$ cat config.mk
export PLATFORM = sky130hd
export DESIGN_NAME = strobe_interval_meter
export DESIGN_NICKNAME = d
export VERILOG_FILES = /design/src/rtl/strobe_meter_pkg.sv /design/src/rtl/strobe_interval_meter_sat_tick_counter.sv /design/src/rtl/strobe_interval_meter.sv
export SDC_FILE = /design/constraint.sdc
export NUM_CORES = 1
export LEC_CHECK = 0
export BUFFER_PORTS_ARGS = -buffer_cell sky130_fd_sc_hd__buf_2
export CORE_AREA = 8 8 45 47
export CTS_CLUSTER_DIAMETER = 200
export DETAILED_ROUTE_END_ITERATION = 8
export DIE_AREA = 0 0 53 55
export PLACE_DENSITY = 0.71
export SLEW_MARGIN = 20
export SYNTH_ARGS = -nofsm -noshare
export SYNTH_HDL_FRONTEND = slang
export SYNTH_SLANG_ARGS = --single-unit
$ cat constraint.sdc
create_clock -name clk -period 2.35 [get_ports clk]
set_clock_uncertainty 0.2 [all_clocks]
set_input_delay 0 -clock clk [delete_from_list [all_inputs] [get_ports clk]]
set_output_delay 0 -clock clk [all_outputs]
set_load 0.1 [all_outputs]
$ cat src/rtl/strobe_meter_pkg.sv
// Shared definitions for the strobe interval meter: FSM state encoding and
// width helpers.
package strobe_meter_pkg;

  localparam logic ST_IDLE_ENC    = 1'b0;
  localparam logic ST_MEASURE_ENC = 1'b1;

  typedef enum logic {
    ST_IDLE    = ST_IDLE_ENC,
    ST_MEASURE = ST_MEASURE_ENC
  } state_t;

  // All-ones value for a field of the given width (up to 32 bits).
  function automatic logic [31:0] all_ones(input int width);
    if (width >= 32) return '1;
    else             return (32'd1 << width) - 32'd1;
  endfunction

endpackage

$ cat src/rtl/strobe_interval_meter_sat_tick_counter.sv
// Saturating tick accumulator. next_count/next_sat expose the value the
// counter would take this cycle including the current inc, so the caller can
// capture a closing result without waiting an extra cycle.
module sat_tick_counter
  import strobe_meter_pkg::*;
#(
  parameter int WIDTH = 4
) (
  input  logic             clk,
  input  logic             rst,
  input  logic             clear,
  input  logic             inc,
  output logic [WIDTH-1:0] count,
  output logic             sat,
  output logic [WIDTH-1:0] next_count,
  output logic             next_sat
);

  localparam logic [WIDTH-1:0] ONES = WIDTH'(all_ones(WIDTH));

  logic at_max;

  // Next-value logic: hold at all ones and remember that a tick was lost.
  always_comb begin
    at_max     = (count == ONES);
    next_count = (inc && !at_max) ? count + 1'b1 : count;
    next_sat   = sat | (inc & at_max);
  end

  // Accumulator register; clear wins over counting.
  always_ff @(posedge clk) begin
    if (rst || clear) begin
      count <= '0;
      sat   <= 1'b0;
    end else begin
      count <= next_count;
      sat   <= next_sat;
    end
  end

endmodule

$ cat src/rtl/strobe_interval_meter.sv
// Measures the number of enable-qualified ticks between consecutive strobes
// and presents each result on a one-entry valid/ready output.
module strobe_interval_meter
  import strobe_meter_pkg::*;
#(
  parameter int WIDTH = 4
) (
  input  logic             clk,
  input  logic             rst,
  input  logic             enable,
  input  logic             strobe,
  input  logic [WIDTH-1:0] expected,
  output logic [WIDTH-1:0] interval,
  output logic             overflow,
  output logic             match,
  output logic             valid,
  input  logic             ready,
  output logic             dropped
);

  state_t           state;
  logic             measuring;
  logic             inc;
  logic [WIDTH-1:0] acc;
  logic             acc_sat;
  logic [WIDTH-1:0] res_count;
  logic             res_sat;

  assign measuring = (state == ST_MEASURE);
  assign inc       = measuring & enable;

  // The arming strobe also clears, but the accumulator is already zero then.
  sat_tick_counter #(.WIDTH(WIDTH)) u_acc (
    .clk        (clk),
    .rst        (rst),
    .clear      (strobe),
    .inc        (inc),
    .count      (acc),
    .sat        (acc_sat),
    .next_count (res_count),
    .next_sat   (res_sat)
  );

  // FSM plus output entry: load on a closing strobe unless the old entry is
  // stuck behind backpressure, in which case the new result is dropped.
  always_ff @(posedge clk) begin
    if (rst) begin
      state    <= ST_IDLE;
      interval <= '0;
      overflow <= 1'b0;
      match    <= 1'b0;
      valid    <= 1'b0;
      dropped  <= 1'b0;
    end else begin
      dropped <= 1'b0;
      if (valid && ready) valid <= 1'b0;
      case (state)
        ST_IDLE: begin
          if (strobe) state <= ST_MEASURE;
        end
        ST_MEASURE: begin
          if (strobe) begin
            if (!valid || ready) begin
              interval <= res_count;
              overflow <= res_sat;
              match    <= (res_count == expected) && !res_sat;
              valid    <= 1'b1;
            end else begin
              dropped <= 1'b1;
            end
          end
        end
        default: state <= ST_IDLE;
      endcase
    end
  end

endmodule

==> results.txt <==
The type of the worst min-delay path is input port to flip-flop. The final routed DRC violation total came out at 0. The HPWL reported at the end of detailed placement came out at 965 um. Once placement finished, the instance area stood at between 700 and 800 sq um. The area of the mapped netlist is ~610 sq um. The share of total power in combinational logic is approximately 16%. The count of nets after finishing is 100. The worst IR drop on VDD came out at approximately 0.38 mV. In the final layout, the share of cells above drive strength 1 is between 20% and 30%. The area occupied by multi-input gates came out at approximately 320 sq um. Cells fill a little under three fifths of the core in the end. The antenna diode count is 0. The initial core utilization is between 40% and 50%. Setup repair after global routing left no endpoint under its margin.

Port buffering added 16 buffers. The run finished with clean final reports. The total congestion overflow after global routing is 0.

The share of total power consumed by net switching is ~28%. The worst slew slack as a fraction of its limit is about two thirds. The total of max-cap violations is 0. In this run the worst setup path begins at u_acc.count[0]$_SDFF_PP0_. In this run, CTS created clock tree buffers numbering 3. The total power density per cell area is 628 nW/um^2.

The required time reported for the critical path endpoint came out at roughly 2.3 ns. The critical path data arrival time is 2.09 ns. The clock-pin transition on the worst setup and hold timing paths came out at 0.08 ns. The average footprint of a synthesized cell is approximately 9.4 sq um.

The total area inside the core boundary comes to about 1400 sq um. The via count of the first global-routing pass is 500. Yosys printed 0 warnings. The weighted congestion reported at the end of routability-driven placement came out at between 0.8 and 0.9. TritonCTS built the clock tree. The standard cell with the maximum stage delay on the critical path is dlygate4sd3_1. The deepest level of the CTS H-tree is 1.

The overall power is between 0.0005 and 0.0006 W. The root buffer cell chosen for the clock tree is clkbuf_4. The area growth from synthesis to layout came out at 30.8%. The number of primary I/O pins is 17.

The fmax came out at between 0.4 and 0.5 GHz. The latest clock arrival within the worst-skew pair is between 0.2 and 0.3 ns. The first global-routing pass estimated 2150 um of wire.

The number of endpoints with negative hold slack in the final report is 0. The number of nets produced by synthesis came out at 75. The final total negative setup slack is 0 ns. OpenSTA, run right after detailed placement, puts the worst setup slack at 0.559 ns. The share of synthesized area occupied by flip-flops and latches came out at 46.0%. The detailed-router iteration count before antenna repair is 4. The internal power of the cells came out at approximately 0.00036 W.

In this run the critical register-to-register path is captured at u_acc.count[1]$_SDFF_PP0_. The die span in x came out at approximately 53 um. The number of cells traversed by the worst register-to-register path came out at 6.

The worst-case clock buffer depth came out at 2. STA classifies the critical path endpoint as a flip-flop. The routed layout has about 540 vias. The pin count of the biggest net entering global routing came out at 16. The die area came out at just under 3000 sq um. The number of slew-limit violations in the final report came out at 0.

In this run the post-CTS setup repair buffer count came out at 0. The DRC violation total after the first TritonRoute iteration is 18. The pin slew with the least headroom to its limit is 0.490 ns.

Counting every instance in the synthesized netlist gives between 60 and 70. The register cell area after layout came out at between 200 and 300 sq um. In this run the remaining antenna-violating nets after routing total 0. The cell leakage power is around 0.34 nW.

The final-layout fill cell count came out at approximately 130. Summed over all nets, the switching power comes to ~0.00014 W. The distinct cell type count after synthesis came out at 23. The largest fanout on the critical path came out at 4. Traced cell by cell, the critical path runs through ha_1 > nand3_1 > nand2_1 > mux2i_1 > nor3_1 > dlygate4sd3_1. The flop-to-flop setup slack came out at between 0.2 and 0.25 ns. The clock network is responsible for roughly a third of the overall power. The overall routing resource usage is approximately 9.9%. The stage delay of the slowest cell on the critical path came out at around 0.55 ns. The period utilization is ~90%.

The least setup slack across all paths after layout is approximately 0.23 ns. The most critical setup path has its endpoint at u_acc.count[1]$_SDFF_PP0_. The number of antenna violations at the first check in global routing came out at 0. Setup violations remaining at the end of the flow were counted as 0. The number of vias per cell after detailed routing came out at slightly above 5. The floorplan has 14 rows. Among cell families on the critical path, the largest total delay comes from buffers and inverters. The category of the critical setup timing path is flip-flop to flip-flop. The number of clock sinks seen by CTS came out at 14. After detailed routing, the average wire length per cell comes to roughly 12 um. The minimum clock period after layout is between 2 and 2.5 ns. The sequential share of power is a little under 50%. In this run the critical register-to-register path is launched from u_acc.count[0]$_SDFF_PP0_. The y dimension of the die is 55 um.

Synthesis inferred 14 register bits. After detailed routing, the total wire length is around 1300 um. The number of cells on the critical path came out at 6. The kind of start point of the critical path is a flip-flop. After routing the design area is about 800 sq um. The number of buffer and inverter instances along the worst setup path is 1.
[cells by family (layout without fill, tap and decap cells)]
kind of cell    Yosys count  in the layout  synth area share (%)
fa+ha+maj                 1              1                  2.05
xor+xnor                  6              6                  8.63
buf+inv                   2             26                  1.44
flops                    14             14                  46.0
compound gates            9              9                  11.1
simple gates             30             30                  25.3
mux                       3              3                  5.54
[worst min path at each step]
stage / start / endpoint / slack, ns / cells after the start
floorplan: rst / interval[1]$_SDFFE_PP0P_ / -0.13 / 1
global placement: strobe / u_acc.count[3]$_SDFF_PP0_ / 0.09 / 2
detailed placement: strobe / u_acc.count[1]$_SDFF_PP0_ / 0.1 / 2
CTS: enable / u_acc.count[2]$_SDFF_PP0_ / 0.03 / 4
global route: enable / u_acc.count[2]$_SDFF_PP0_ / 0.05 / 4
finish: enable / u_acc.count[2]$_SDFF_PP0_ / 0.02 / 4
[cells in the mapped netlist, drive strengths merged]
master	n	area, sq um
xor2	3	26.3
and2	1	8.76
ha	1	12.5
nor3	7	35.0
a31oi	1	6.26
buf	1	5.00
xnor2	3	26.3
a21oi	2	10.0
o31ai	1	12.5
nor2	9	33.8
nand2	3	11.3
mux2i	3	33.8
nand3b	1	7.51
nand4	1	12.5
a41oi	1	8.76
o21a	1	7.51
nand3	4	20.0
a211oi	3	22.5
nand2b	3	18.8
dfxtp	14	280
clkbuf	1	3.75
nor2b	1	6.26
[power groups by stage]
stage / Clock (W) / Sequential (W) / Combinational (W)
CTS: 0.000175 / 0.000247 / 0.0000790
detailed placement: 0 / 0.000253 / 0.0000724
global placement: 0 / 0.000253 / 0.0000718
floorplan: 0 / 0.000283 / 0.0000255
finish: 0.000174 / 0.000247 / 0.0000787
global route: 0.000192 / 0.000248 / 0.0000842
[metrics by stage]
step,hold slack (ns),cells
floorplan,-0.127,65
global placement,0.0930,95
detailed placement,0.0951,95
CTS,0.0306,105
global route,0.0510,105
finish,0.0183,105
[flip-flops by register name, summed over array words and instances (netlist names)]
signal,flops
u_acc.count,4
dropped,1
measuring,1
match,1
interval,4
u_acc.sat,1
overflow,1
valid,1
[per-layer routing]
layer,track usage (%),part of all wire (%),vias to the layer above
met2,13.3,44,12
met4,7.76,2.8,0
met3,3.74,7.3,5
li1,-,-,279
met1,12.5,46,242
met5,0,0,-
[timing repair]
| item | CTS | global route |
|---|---|---|
| hold buffers | 6 | 0 |
| hold endpoints to repair | 14 | 0 |
| gates resized for setup | 0 | 0 |
[layout make-up]
class / count / area share, %
multi-input combinational: 49 / 40.2
sequential: 14 / 35.2
timing repair buffer: 22 / 17.6
clock buffer: 4 / 4.55
tap: 16 / 2.51
[tightest hold or removal path, cell delays in order]
cell	delay [ns]
buf_2	0.11
nand3_1	0.09
mux2i_1	0.12
nor3_1	0.14
[layout by cell type, fill, tap and decap left out, drive strengths merged]
cell type | netlist | layout
nor2 | 9 | 9
nor2b | 1 | 1
xor2 | 3 | 3
xnor2 | 3 | 3
nand2b | 3 | 3
ha | 1 | 1
nand3b | 1 | 1
dfxtp | 14 | 14
a41oi | 1 | 1
o31ai | 1 | 1
nand4 | 1 | 1
a31oi | 1 | 1
clkbuf | 1 | 4
o21a | 1 | 1
dlygate4sd3 | 0 | 6
buf | 1 | 16
a21oi | 2 | 2
and2 | 1 | 1
nand3 | 4 | 4
a211oi | 3 | 3
nand2 | 3 | 3
mux2i | 3 | 3
nor3 | 7 | 7
Note: power is estimated with default switching activity, not from simulation.
